<file path="config.mk">
export PLATFORM = sky130hd
export DESIGN_NAME = fs_ds_inst_queue
export DESIGN_NICKNAME = d
export VERILOG_FILES = /design/src/rtl/fs_ds_inst_queue.sv
export SDC_FILE = /design/constraint.sdc
export NUM_CORES = 1
export LEC_CHECK = 0
export BUFFER_PORTS_ARGS = -buffer_cell sky130_fd_sc_hd__buf_2
export CORE_ASPECT_RATIO = 1.5
export CORE_MARGIN = 4
export CORE_UTILIZATION = 55
export CTS_CLUSTER_DIAMETER = 60
export DETAILED_ROUTE_END_ITERATION = 8
export PLACE_DENSITY = 0.81
export SLEW_MARGIN = 20
export SYNTH_ARGS = -nofsm -noshare
export SYNTH_HDL_FRONTEND = slang
export SYNTH_SLANG_ARGS = --single-unit
</file>
<file path="constraint.sdc">
create_clock -name clk -period 11.05 [get_ports clk]
set_input_delay 0.5525 -clock clk [delete_from_list [all_inputs] [get_ports clk]]
set_output_delay 0.5525 -clock clk [all_outputs]
set_load 0.05 [all_outputs]
</file>
<file path="src/rtl/fs_ds_inst_queue.sv">
// rtl/fs_ds_inst_queue.sv - fetch-to-decode instruction queue with ADEF tagging and flush
// Circular buffer; wrap-bit pointers distinguish full from empty without a separate counter.
module fs_ds_inst_queue #(
  parameter int                DEPTH  = 4,
  parameter int                PC_W   = 32,
  parameter int                INST_W = 32,
  parameter logic [INST_W-1:0] NOP    = 32'h0340_0000
) (
  input  logic                     clk,
  input  logic                     reset,
  input  logic                     flush,
  input  logic                     in_valid,
  output logic                     in_ready,
  input  logic [PC_W-1:0]          in_pc,
  input  logic [INST_W-1:0]        in_inst,
  output logic                     out_valid,
  input  logic                     out_ready,
  output logic [PC_W-1:0]          out_pc,
  output logic [INST_W-1:0]        out_inst,
  output logic                     out_adef,
  output logic [$clog2(DEPTH):0]   count
);

  localparam int AW = $clog2(DEPTH);
  localparam int PW = AW + 1;
  localparam logic [PW-1:0] PTR_ONE = {{AW{1'b0}}, 1'b1};

  logic [PC_W-1:0]   mem_pc   [DEPTH];
  logic [INST_W-1:0] mem_inst [DEPTH];
  logic              mem_adef [DEPTH];

  logic [PW-1:0] rd_ptr;
  logic [PW-1:0] wr_ptr;
  logic          empty;
  logic          full;
  logic          push;
  logic          pop;
  logic [AW-1:0] rd_idx;
  logic [AW-1:0] wr_idx;

  assign rd_idx = rd_ptr[AW-1:0];
  assign wr_idx = wr_ptr[AW-1:0];
  assign empty  = (rd_ptr == wr_ptr);
  assign full   = (rd_idx == wr_idx) && (rd_ptr[AW] != wr_ptr[AW]);

  // Handshakes depend only on registered state, so fetch never sees out_ready combinationally.
  assign in_ready  = ~full;
  assign out_valid = ~empty;
  assign push      = in_valid & in_ready & ~flush;
  assign pop       = out_valid & out_ready & ~flush;
  assign count     = wr_ptr - rd_ptr;

  always_ff @(posedge clk) begin
    if (reset || flush) begin
      rd_ptr <= '0;
      wr_ptr <= '0;
    end else begin
      if (push) wr_ptr <= wr_ptr + PTR_ONE;
      if (pop)  rd_ptr <= rd_ptr + PTR_ONE;
    end
  end

  // Payload storage is not reset; empty gating below hides stale contents.
  always_ff @(posedge clk) begin
    if (push) begin
      mem_pc[wr_idx]   <= in_pc;
      mem_inst[wr_idx] <= in_inst;
      mem_adef[wr_idx] <= (in_pc[1:0] != 2'b00);
    end
  end

  always_comb begin
    out_pc   = '0;
    out_inst = '0;
    out_adef = 1'b0;
    if (!empty) begin
      out_pc   = mem_pc[rd_idx];
      out_adef = mem_adef[rd_idx];
      out_inst = mem_adef[rd_idx] ? NOP : mem_inst[rd_idx];
    end
  end

endmodule

</file>
Word-level counts from Yosys, hierarchy flattened
Memory sizes are Yosys's and may differ from the RTL's. A register that Yosys moved wholly into a read port is not among the register bits.
Cells that the tools add are included.
Storage, ports and cells
  register bits: 6
  memory bits (writable): 260
  bits of input ports: 69
  memories: 3
Memory list
  mem_inst: words 4, width 32, rd ports 1, clocked after memory_dff 1, wr ports 1, line 29  | logic [INST_W-1:0] mem_inst [DEPTH];
  mem_pc: words 4, width 32, rd ports 1, clocked after memory_dff 1, wr ports 1, line 28  | logic [PC_W-1:0] mem_pc [DEPTH];
  mem_adef: words 4, width 1, rd ports 1, clocked after memory_dff 1, wr ports 1, line 30  | logic mem_adef [DEPTH];
Operators by class
  add/sub/neg operators: 3
  equal/unequal tests: 3
  mux-type cells: 12
  bitwise gates (word level): 7
  reductions and logical operators: 3
Operators by type and width (number)
  2-to-1 mux 32 bit: 3
  2-to-1 mux 2 bit: 6
  adder 3 x 1 -> 3 bit (second input constant): 2
  AND 1 bit: 4
  equality test 3 bit: 1
  2-to-1 mux 1 bit: 3
  NOT 1 bit: 3
  subtractor 3 bit: 1
  equality test 2 bit: 1
  nonzero test 2 bit: 1
  logical AND 1 bit: 1
  logical OR 1 bit: 1
  inequality test 1 bit: 1

Logic depth before layout (Yosys ltp)
Gate-level depths: netlist (run 1).
  depth after elaboration: 7
  depth in mapped cells: 7
  depth with buffers taken out: 5

Worst setup path before layout (run 1)
OpenSTA, ideal clock, no wires.
  kind: reg2reg
  from: reg wr_ptr[0]
  to: reg wr_ptr[2]
  library setup time: 0.351 ns
  arrival time: 6.143 ns
  setup slack: 4.557 ns
  cell stages (with the launch flop): 6
  path buffers: 0
  path through: dfxtp_1 -> inv_1 -> ha_1 -> and2_1 -> a211oi_1 -> mux2i_1
Between the ends
  cells in the longest elaborated chain, start to end: 5
  elaborated cells on any way between the ends: 6
  classes of those cells: 1 x add/sub; 1 x eq/ne; 3 x bitwise; 1 x reduce/logical
RTL lines
  from (decl): line 33  | logic [PW-1:0] wr_ptr;
  from (signal assigned): line 58  | if (push) wr_ptr <= wr_ptr + PTR_ONE;
  equality test 2 bit: line 44  | assign full = (rd_idx == wr_idx) && (rd_ptr[AW] != wr_ptr[AW]);
  logical AND 1 bit: line 44
  NOT 1 bit: line 47  | assign in_ready = ~full;
  AND 1 bit (2 in series): line 49  | assign push = in_valid & in_ready & ~flush;
Parallel ways exist; a longest one is shown, timed or not.
A chain may end at the register's enable or synchronous reset.

==> results of run 1 <==
-- area by class of cell --
cell class / count / area, sq um / area share
Multi-Input combinational cell: 177 / 2340 / 0.193
Timing Repair Buffer: 141 / 713 / 0.0588
Tap cell: 252 / 315 / 0.0260
Clock inverter: 16 / 113 / 0.00928
Antenna cell: 3 / 7.51 / 0.000619
Inverter: 9 / 33.8 / 0.00278
Sequential cell: 268 / 7980 / 0.657
Clock buffer: 28 / 637 / 0.0525
-- where the power goes --
part | switching (W) | total [W] | internal [W] | leakage, nW
logic | 0.0000614 | 0.0000952 | 0.0000339 | 1.39
clock network | 0.000347 | 0.000785 | 0.000438 | 0.362
registers | 0.00000410 | 0.00113 | 0.00113 | 2.43
-- worst min path at each step --
stage,startpoint,to,slack [ns],cells after the start
after floorplan,wr_ptr[0],wr_ptr[0],0.47,2
after global placement,wr_ptr[0],wr_ptr[0],0.48,2
after detailed placement,wr_ptr[0],wr_ptr[0],0.51,2
after CTS,in_inst[13],mem_inst[2][13],0.23,1
after global routing,in_pc[13],mem_pc[2][13],0.23,1
final,in_inst[13],mem_inst[1][13],0.25,1
-- through the flow --
step | hold WS, ns | area (sq um) | total power [W] | util
2_1_floorplan | 0.469 | 10400 | 0.00121 | -
3_3_place_gp | 0.480 | 11400 | 0.00125 | 0.611
3_5_place_dp | 0.510 | 11400 | 0.00125 | 0.611
4_1_cts | 0.226 | 12100 | 0.00203 | 0.651
5_1_grt | 0.235 | 12100 | 0.00208 | 0.652
6_report | 0.247 | 12100 | 0.00201 | 0.652
-- cell usage after synthesis --
library cell	count	area, sq um
nand2b_1	1	6.26
or2_2	1	6.26
o21ai_0	1	5.00
clkbuf_1	9	33.8
buf_12	1	20.0
and2b_1	6	45.0
a211oi_1	1	7.51
inv_1	9	33.8
buf_1	1	3.75
o211ai_1	2	15.0
nor2b_4	10	138
xor2_1	1	8.76
and2_1	4	25.0
buf_4	7	52.6
ha_1	7	87.6
nor2_1	8	30.0
dfxtp_1	8	160
edfxtp_1	260	7810
nand4b_1	1	8.76
mux4_2	65	1460
nand4_1	1	6.26
nand2_1	10	37.5
mux2i_1	6	60.1
xor2_2	1	16.3
or3_1	2	12.5
fa_1	1	20.0
o21bai_4	1	18.8
nor2b_1	46	288
a21oi_1	1	5.00
buf_6	1	11.3
buf_2	3	15.0
-- sequential cells by signal (all words and copies together), names as in the netlist, named ones only --
register / flops
mem_inst: 128
mem_pc: 128
mem_adef: 4
rd_ptr: 3
wr_ptr: 3
-- worst max-delay path: stages, from the launching register on --
cell and delay, ns:
dfxtp_4 0.97, mux4_2 0.49, o21bai_4 0.20, buf_4 0.30, nor2b_1 0.25, buf_2 0.30
-- routing by layer --
metal,global-route usage,vias to the layer above,routed length [microns]
met5,0,-,34
met4,0.0657,4,576
met3,0.0333,35,1080
met2,0.324,162,10300
met1,0.226,2539,7200
li1,-,2201,-
-- cells by family after synthesis --
kind of cell | Yosys count | synth area share
flip-flops | 268 | 0.763
multiplexers | 71 | 0.146
XOR/XNOR | 2 | 0.00240
buffers and inverters | 31 | 0.0163
adder cells (fa/ha/maj) | 8 | 0.0103
AND/OR/NAND/NOR | 90 | 0.0577
AO/OA/AOI/OAI | 6 | 0.00491
-- layout by cell type, fill, tap and decap left out, types with 6 or more instances in the layout --
cell,instances
edfxtp_1,260
buf_2,138
mux4_2,65
nor2b_1,46
clkbuf_16,25
nand2_1,10
nor2b_4,10
inv_1,9
nor2_1,7
ha_1,7
clkinv_1,7
and2b_1,6
mux2i_1,6
dfxtp_1,6
==> results.sh, run 1 <==
export IMPL_synth_avg_cell_area_sq_um=22.0
export IMPL_dp_cells=847
export IMPL_r2r_slack_ns=8.27
export IMPL_end_kind="output port"
export IMPL_ioPinCount=139
export IMPL_coreArea_sq_um=18600
export IMPL_synthToLayoutAreaGrowth_pct=16.1
export IMPL_path_max_fanout=65
export IMPL_fin_cells=894
export IMPL_place_gp_congestion=0.779
export IMPL_rsz0062_at_grt="no"
export IMPL_antenna_found_initial=5
export IMPL_drtIter0Drc=318
export IMPL_fmax_mhz=278
export IMPL_r2r_cells=5
export IMPL_reg2reg_to="mem_inst[1][27]"
export IMPL_cts_sinks=268
export IMPL_routed_wl_mm=19.2
export IMPL_cts_buffer_depth=3
export IMPL_finClkSkew_ns=0.0215
export IMPL_cts_tree="done"
export IMPL_hpwl_mm=11.5
export IMPL_holdBufCountCts=0
export IMPL_p_per_area_nw_per_um2=166
export IMPL_slew_violations=0
export IMPL_grt_pass1_vias=5426
export IMPL_wire_per_inst_microns=21.5
export IMPL_period_share=0.325
export IMPL_worstPathRequired_ns=10.50
export IMPL_drv_cap=0
export IMPL_ir_worst_vdd_mv=0.116
export IMPL_postCtsSetupBuffers=0
export IMPL_rows=61
export IMPL_avgViaCountPerCell=5.53
export IMPL_finalCriticalPeriod_ns=3.59
export IMPL_numCtsBuffers=25
export IMPL_grt_max_degree=67
export IMPL_ys_warn_count=0
export IMPL_route_detailed_drc=0
export IMPL_final_antenna_net_count=0
export IMPL_leakage_nw=4.17
export IMPL_timing_final_ws_setup_ns=7.46
export IMPL_holdCritPathClass="in -> reg"
export IMPL_portBuffers=138
export IMPL_die_area_sq_um=21300
export IMPL_clk_pin_slew_worst_paths_ns=0.06
export IMPL_mappedNetlistArea_sq_um=10400
export IMPL_endpoint="out_inst[31]"
export IMPL_rr_startpoint="wr_ptr[0]"
export IMPL_nFillCells=1279
export IMPL_ys_seq_area_frac=0.763
export IMPL_critical_path_arrival_ns=3.04
export IMPL_worst_pin_slew_ns=1.02
export IMPL_syn_nets=553
export IMPL_relSlewSlack=0.321
export IMPL_dr_pass1_iters=5
export IMPL_post_place_ws_ns=7.93
export IMPL_vias=4941
export IMPL_htreeDepth=1
export IMPL_fp_dieW_microns=121
export IMPL_fin_nets=699
export IMPL_overflow=0
export IMPL_layout_drive_gt1_share=0.407
export IMPL_worstSetupPathType="reg -> out"
export IMPL_start_util=0.561
export IMPL_die_h_microns=177
export IMPL_clk_insertion_delay_late_ns=0.52
export IMPL_setup_tns_ns=0
export IMPL_start_kind="flip-flop"
export IMPL_grt_util_all_layers=0.183
export IMPL_cts_resized=0
export IMPL_synth_cell_type_count=31
export IMPL_synth_seq_cells=268
export IMPL_grt_pass1_wl_mm=30.0
export IMPL_outcome="completed"
export IMPL_finalHoldViolations=0
export IMPL_setup_violations=0
export IMPL_synth_cells=476
export IMPL_cts_root_buf="clkbuf_16"
(Power assumes the default switching activity.)
==> run 2, diff against run 1 <==
CORE_UTILIZATION = 52   (was 55)
PLACE_DENSITY = 0.8   (was 0.81)
clock period = 3.25 ns   (was 11.05 ns; I/O delays follow)
==> results.sh, run 2 (synthesized netlist as in run 1, its figures left out) <==
export IMPL_slew_violations=0
export IMPL_reg2reg_to="mem_inst[0][15]"
export IMPL_cts_sinks=268
export IMPL_holdCritPathClass="in -> reg"
export IMPL_drv_cap=0
export IMPL_grt_pass1_wl_mm=33.4
export IMPL_relSlewSlack=0.531
export IMPL_ir_worst_vdd_mv=0.430
export IMPL_fmax_mhz=337
export IMPL_place_gp_congestion=0.762
export IMPL_start_util=0.528
export IMPL_htreeDepth=1
export IMPL_clk_pin_slew_worst_paths_ns=0.07
export IMPL_fp_dieW_microns=124
export IMPL_layout_common_cells="edfxtp_1 (260), buf_2 (138), dlygate4sd3_1 (67)"
export IMPL_postCtsSetupBuffers=0
export IMPL_rows=63
export IMPL_fin_nets=775
export IMPL_r2r_cells=6
export IMPL_vias=5319
export IMPL_numCtsBuffers=24
export IMPL_dr_pass1_iters=5
export IMPL_overflow=0
export IMPL_cts_root_buf="clkbuf_16"
export IMPL_worstSetupPathType="reg -> out"
export IMPL_rr_startpoint="wr_ptr[0]"
export IMPL_route_detailed_drc=0
export IMPL_ioPinCount=139
export IMPL_clk_insertion_delay_late_ns=0.51
export IMPL_antenna_found_initial=3
export IMPL_total_power_w=0.00699
export IMPL_finClkSkew_ns=0.0141
export IMPL_coreArea_sq_um=19800
export IMPL_start_kind="flip-flop"
export IMPL_nFillCells=1247
export IMPL_critical_path_arrival_ns=2.80
export IMPL_grt_util_all_layers=0.197
export IMPL_period_share=0.912
export IMPL_setup_tns_ns=0
export IMPL_die_area_sq_um=22500
export IMPL_die_h_microns=182
export IMPL_outcome="completed"
export IMPL_setup_violations=0
export IMPL_finalHoldViolations=0
export IMPL_final_antenna_net_count=0
export IMPL_path_max_fanout=16
export IMPL_grt_pass1_vias=5791
export IMPL_portBuffers=138
export IMPL_layout_drive_gt1_share=0.380
export IMPL_min_path_cells=3
export IMPL_worstPathRequired_ns=3.09
export IMPL_largestRegisters="mem_inst: 128 flops, mem_pc: 128 flops, mem_adef: 4 flops"
export IMPL_p_per_area_nw_per_um2=540
export IMPL_r2r_slack_ns=0.57
export IMPL_avgViaCountPerCell=5.45
export IMPL_cts_buffer_depth=3
export IMPL_cts_tree="done"
export IMPL_hpwl_mm=13.1
export IMPL_drtIter0Drc=508
export IMPL_holdBufCountCts=67
export IMPL_hp_start="flush"
export IMPL_worst_pin_slew_ns=0.702
export IMPL_end_kind="output port"
export IMPL_routed_wl_mm=21.6
export IMPL_leakage_nw=4.52
export IMPL_finalCriticalPeriod_ns=2.96
export IMPL_final_common_cell="edfxtp_1"
export IMPL_cts_resized=0
export IMPL_wire_per_inst_microns=22.2
export IMPL_synthToLayoutAreaGrowth_pct=23.8
export IMPL_rsz0062_at_grt="no"
export IMPL_grt_max_degree=65
export IMPL_hold_ws_ns=0.0573
[run 2: changes by cell type in the layout (fill, tap and decap cells not counted), sizes merged]
cell and delta:
inv -1, bufinv +1, clkinv -3, dlygate4sd3 +67
buf +10
[run 2: power by group]
part           leakage [nW]  total (W)  internal (W)  switching [W]
combinational          1.72   0.000408      0.000174       0.000234
sequential             2.43    0.00385       0.00384      0.0000142
clock                 0.369    0.00273       0.00156        0.00117
total                  4.52    0.00699       0.00557        0.00142
[run 2: critical path, cell delays in order, from the launching register on]
cell and delay, ns:
dfxtp_1 0.38, inv_1 0.11, ha_1 0.35, nand2_1 0.18
o21bai_4 0.59, buf_4 0.38, nor2b_1 0.08, buf_2 0.22
[run 2: layout make-up]
cell class,count,area [sq um],area share
sequential,268,7980,0.617
multi-input combinational,177,2340,0.181
timing repair buffer,218,1500,0.116
clock buffer,28,637,0.0492
tap,260,325,0.0252
clock inverter,13,120,0.00929
inverter,9,33.8,0.00261
antenna,3,7.51,0.000580
[run 2: worst max-delay path by stage]
stage	startpoint	endpoint	slack, ns	cells past startpoint
6_report	wr_ptr[0]	out_inst[5]	0.29	7
5_1_grt	wr_ptr[0]	out_inst[2]	0.15	7
4_1_cts	wr_ptr[0]	out_inst[5]	0.28	7
3_5_place_dp	wr_ptr[0]	mem_inst[0][15]	0.55	6
3_3_place_gp	wr_ptr[0]	mem_pc[0][9]	0.72	6
2_1_floorplan	wr_ptr[0]	mem_adef[3]	0.09	4
[run 2: stage by stage]
| stage | worst slack (ns) | util | area [sq um] | cells |
|---|---|---|---|---|
| finish | 0.285 | 0.654 | 12900 | 976 |
| CTS | 0.279 | 0.653 | 12900 | 973 |
| detailed placement | 0.549 | 0.581 | 11500 | 865 |
| floorplan | 0.0870 | - | 10500 | 476 |
| global placement | 0.716 | 0.581 | 11500 | 865 |
| global route | 0.145 | 0.654 | 12900 | 976 |
[run 2: routing by layer]
layer  share of wire  routed length (microns)  vias to the layer above  track usage
li1                -                        -                     2354            -
met5               0                        0                        -            0
met2            0.54                    11800                      204        0.338
met3           0.056                     1220                       38       0.0290
met4           0.029                      631                        0       0.0727
met1            0.37                     8010                     2723        0.253
